--- config.mk ---
export PLATFORM = sky130hd
export DESIGN_NAME = seq_right_shifter
export DESIGN_NICKNAME = d
export VERILOG_FILES = /design/src/rtl/seq_right_shifter.sv
export SDC_FILE = /design/constraint.sdc
export NUM_CORES = 1
export LEC_CHECK = 0
export ABC_AREA = 1
export CORE_UTILIZATION = 30
export CTS_CLUSTER_DIAMETER = 50
export DETAILED_ROUTE_END_ITERATION = 10
export PLACE_DENSITY = 0.54
export SLEW_MARGIN = 20
export SYNTH_ARGS = -nofsm -noshare
export SYNTH_HDL_FRONTEND = slang
export SYNTH_SLANG_ARGS = --single-unit
--- constraint.sdc ---
create_clock -name clk -period 4.4 [get_ports clk]
set_input_delay 0.88 -clock clk [delete_from_list [all_inputs] [get_ports clk]]
set_output_delay 0.88 -clock clk [all_outputs]
set_load 0.005 [all_outputs]
--- src/rtl/seq_right_shifter.sv ---
// Sequential 32-bit right shifter: SRL/SRA one bit per clock, with optional rotate.
// Rotate right is built only when SEQ_RIGHT_SHIFTER_ROTR_EN is defined.
//
// state | meaning
// IDLE  | waiting for start
// SHIFT | shifting one bit per cycle, amt counting down to 0
// DONE  | result valid on dataOut, done pulse (err if op unsupported)
module seq_right_shifter #(
  parameter logic [5:0] SRL_CODE  = 6'b000010,
  parameter logic [5:0] SRA_CODE  = 6'b000011,
  parameter logic [5:0] ROTR_CODE = 6'b000100
) (
  input  logic        clk,
  input  logic        reset,
  input  logic        start,
  input  logic [5:0]  Signal,
  input  logic [31:0] dataA,
  input  logic [31:0] dataB,
  output logic [31:0] dataOut,
  output logic        busy,
  output logic        done,
  output logic        err
);

  typedef enum logic [1:0] {IDLE, SHIFT, DONE} state_t;

  state_t      state, state_nxt;
  logic [31:0] sreg;
  logic [31:0] shifted;
  logic [4:0]  amt;
  logic [5:0]  op;
  logic        accept;
  logic        op_ok;
  logic        fill;

  always_comb begin
    op_ok = (Signal == SRL_CODE) || (Signal == SRA_CODE);
`ifdef SEQ_RIGHT_SHIFTER_ROTR_EN
    if (Signal == ROTR_CODE) op_ok = 1'b1;
`endif
  end

  // only supported ops ever reach SHIFT, so op selects among valid fills
  always_comb begin
    fill = 1'b0;
    if (op == SRA_CODE) fill = sreg[31];
`ifdef SEQ_RIGHT_SHIFTER_ROTR_EN
    if (op == ROTR_CODE) fill = sreg[0];
`endif
    shifted = {fill, sreg[31:1]};
  end

  always_comb begin
    state_nxt = state;
    accept    = 1'b0;
    case (state)
      IDLE, DONE: begin
        state_nxt = IDLE;
        if (start) begin
          accept = 1'b1;
          if ((dataB[4:0] == 5'd0) || !op_ok) state_nxt = DONE;
          else                                state_nxt = SHIFT;
        end
      end
      SHIFT: begin
        if (amt == 5'd1) state_nxt = DONE;
      end
      default: state_nxt = IDLE;
    endcase
  end

  always_ff @(posedge clk or negedge reset) begin
    if (!reset) begin
      state <= IDLE;
    end else begin
      state <= state_nxt;
    end
  end

  always_ff @(posedge clk or negedge reset) begin
    if (!reset) begin
      sreg    <= 32'd0;
      amt     <= 5'd0;
      op      <= 6'd0;
      dataOut <= 32'd0;
      err     <= 1'b0;
    end else begin
      err <= 1'b0;
      if (accept) begin
        sreg <= dataA;
        amt  <= dataB[4:0];
        op   <= Signal;
        if (state_nxt == DONE) begin
          dataOut <= op_ok ? dataA : 32'd0;
          err     <= !op_ok;
        end
      end else if (state == SHIFT) begin
        sreg <= shifted;
        amt  <= amt - 5'd1;
        if (state_nxt == DONE) dataOut <= shifted;
      end
    end
  end

  assign busy = (state == SHIFT);
  assign done = (state == DONE);

endmodule

==> qor.txt <==
OUTCOME
---------------------------------------------------------------------------------
Outcome                                                              finished, final reports clean

POWER AND IR DROP
---------------------------------------------------------------------------------
Highest ir drop seen on vdd                                                143 uV
Power density normalized to cell area                                 397 nW/um^2
Static leakage                                                            2.70 nW

GLOBAL ROUTE
---------------------------------------------------------------------------------
Number of antenna violations at the first check in global routing               0
Global-route wire length before repair                               16500 microns
Largest net degree at the start of global routing                              78
Total Routing Usage GR                                                      0.161
Global route total overflow                                                     0
Vias in the first global route                                               3390

WORST SETUP PATH
---------------------------------------------------------------------------------
Data arrival, critical path                                               3.04 ns
Critical Path RT                                                          4.63 ns
Crit path kind                                                             in2reg
Worst R2R End                                                              amt[3]
Critical-path maximum fanout                                                   34
Type of element capturing the critical path                              register
Beginning of the critical path                                          Signal[2]
Length in cells of the worst reg-to-reg path                                    7
R2R setup slack                                                           2.13 ns
Crit path launch type                                                primary input
Worst setup path end                                                  dataOut[23]
R2r startpoint                                                           state[0]

LAYOUT
---------------------------------------------------------------------------------
Multi-input logic area                                                 1710 sq um
Final core area utilization                                                 0.406
Post-route design area                                                 5100 sq um
Highest-count cells in the layout ignoring fill and taps             304 x sky130_fd_sc_hd__nand2_1, 79 x sky130_fd_sc_hd__clkdlybuf4s50_1, 77 x sky130_fd_sc_hd__dfrtp_1, 72 x sky130_fd_sc_hd__nand3_1, 12 x sky130_fd_sc_hd__inv_1
Final net count                                                               672
# fillers                                                                    1321
Layout Area Growth over Synthesis                                           32.1%
Most common cell after layout, fill and taps aside                   sky130_fd_sc_hd__nand2_1
Antenna cells                                                                   0
Final Instance Count excl. Fillers                                            774
Sequential cell area                                                   1930 sq um
Proportion of layout cells with a drive suffix above 1                     0.0498

CTS
---------------------------------------------------------------------------------
TritonCTS clock tree                                                         done
CTS Buf Count                                                                   9
# hold bufs at CTS                                                              0
Total number of H-tree levels                                                   3
Clk Tree Root Cell                                                   sky130_fd_sc_hd__clkbuf_16
Largest buffer count on any clock path                                          2
Number of clock sinks seen by CTS                                              77
Buffers inserted by post-CTS timing repair                                      0
Register clock-pin slew on the reported worst setup and hold paths        0.06 ns
Number of gates given a new drive strength after cts                            0
Insertion delay to the later sink of the worst-skew pair                  0.34 ns

PLACEMENT
---------------------------------------------------------------------------------
Placed cell area                                                       4750 sq um
Instance count after placement with tap cells included                        758
Final weighted congestion in routability-driven placement                   0.727
HPWL after DPL                                                       6210 microns
Number of buffers added on ports                                               80

DRT
---------------------------------------------------------------------------------
DRC marker count from the first detailed-route iteration                      160
First-pass DRT Iterations                                                       6
Number of nets with antenna violations after routing                            0
Total via count in the routed design                                         3457
Number of vias per cell                                                      4.47
Detailed-route DRC error count                                                  0
WL/cell                                                              12.5 microns
Routed Wire Length                                                   9680 microns

FLOORPLANNING
---------------------------------------------------------------------------------
Core region area                                                      12600 sq um
Horizontal extent of the die                                          115 microns
Die height                                                            115 microns
Number of rows in the core area                                                41
Area enclosed by the die boundary                                     13300 sq um
Starting utilization of the core area                                       0.307
Top Ports                                                                     108

SYNTH
---------------------------------------------------------------------------------
Yosys warns                                                                     0
Post-synthesis sequential element count                                        77
Sequential fraction of the synthesis area                                   0.499
Mapped Cells                                                                  530
Average cell area after synthesis                                      7.28 sq um
Number of nets in the synthesized netlist                                     605
Mapped Area                                                            3860 sq um
Number of different library cells in the post-synthesis netlist                23

TIMING
---------------------------------------------------------------------------------
Final slew viol count                                                           0
Worst slew pin tran                                                      0.729 ns
Total negative slack for setup checks                                        0 ns
RSZ-0062 raised after global routing                                        false
Post-route minimum period                                                 2.81 ns
Count of endpoints failing setup in the final report                            0
Number of failing hold endpoints at the final stage                             0
Maximum clock frequency                                                 0.356 GHz
Clock skew after layout                                                0.00791 ns
Final worst path period share                                               0.639
Relative slew margins                                                       0.514

JOB
---------------------------------------------------------------------------------
Max-capacitance violation count                                                 0

WORST HOLD PATH
---------------------------------------------------------------------------------
Worst hold path type                                                      reg2reg

## synth_stat cells, drive strengths merged
cell type,instances,share of area
o21ai,5,0.0065
clkbuf,7,0.0068
dfrtp,77,0.50
o211ai,1,0.0019
buf,23,0.037
xnor2,1,0.0023
ha,2,0.0065
or2,1,0.0016
nand4,3,0.0049
nand2,307,0.30
o221ai,2,0.0045
nand3b,1,0.0019
nor2,11,0.013
nand3,72,0.093
nor3b,1,0.0019
xor2,1,0.0023
inv,15,0.015
## critical path: stages
cell and delay (ns):
sky130_fd_sc_hd__clkdlybuf4s50_1 0.42, sky130_fd_sc_hd__nor2_1 0.10, sky130_fd_sc_hd__nand2_1 0.08, sky130_fd_sc_hd__nor2_4 0.07, sky130_fd_sc_hd__buf_4 0.34, sky130_fd_sc_hd__nand2_1 0.14
sky130_fd_sc_hd__nand2_2 0.39, sky130_fd_sc_hd__nand2_4 0.35, sky130_fd_sc_hd__nand2_1 0.18, sky130_fd_sc_hd__nand2_1 0.06
## cells by family after synthesis
family | synth area share
compound gates | 0.0130
xor+xnor | 0.00454
fa+ha+maj | 0.00648
buf+inv | 0.0587
flops | 0.499
simple gates | 0.418
## area by class of cell
cell class / count / share of cell area
inverters: 15 / 0.0110
multi-input cells: 408 / 0.335
well taps: 172 / 0.0422
clock inverters: 3 / 0.0128
repair buffers: 86 / 0.166
flip-flops and latches: 77 / 0.378
clock buffers: 13 / 0.0550
## flip-flops by register name (all words and copies together), names as in the netlist
name	count
dataOut	32
op	6
amt	5
state	2
err	1
sreg	31
## worst min-delay path by stage
stage	endpoint	startpoint	slack [ns]	cells past startpoint
detailed placement	sreg[24]	sreg[24]	0.46	2
global route	sreg[24]	sreg[24]	0.49	2
CTS	sreg[5]	sreg[5]	0.48	2
finish	sreg[27]	sreg[27]	0.48	2
global placement	sreg[1]	sreg[1]	0.46	2
floorplan	sreg[10]	sreg[10]	0.45	2
## where the power goes
group,total [mW],internal (mW),switching (mW)
Combinational,0.341,0.164,0.177
Sequential,0.839,0.793,0.0457
Clock,0.846,0.558,0.288
## metrics by stage
stage | setup WS, ns | power (mW) | hold slack, ns
detailed placement | 1.15 | 1.20 | 0.465
global placement | 1.18 | 1.19 | 0.462
floorplan | 2.61 | 1.03 | 0.449
finish | 1.59 | 2.03 | 0.478
CTS | 1.52 | 2.06 | 0.482
global route | 1.35 | 2.14 | 0.490
## layer usage
metal	track usage	wire, microns
met1	0.202	4600
met2	0.270	4560
met3	0.0293	344
met4	0.0753	176
met5	0	0
(Power assumes the default switching activity.)
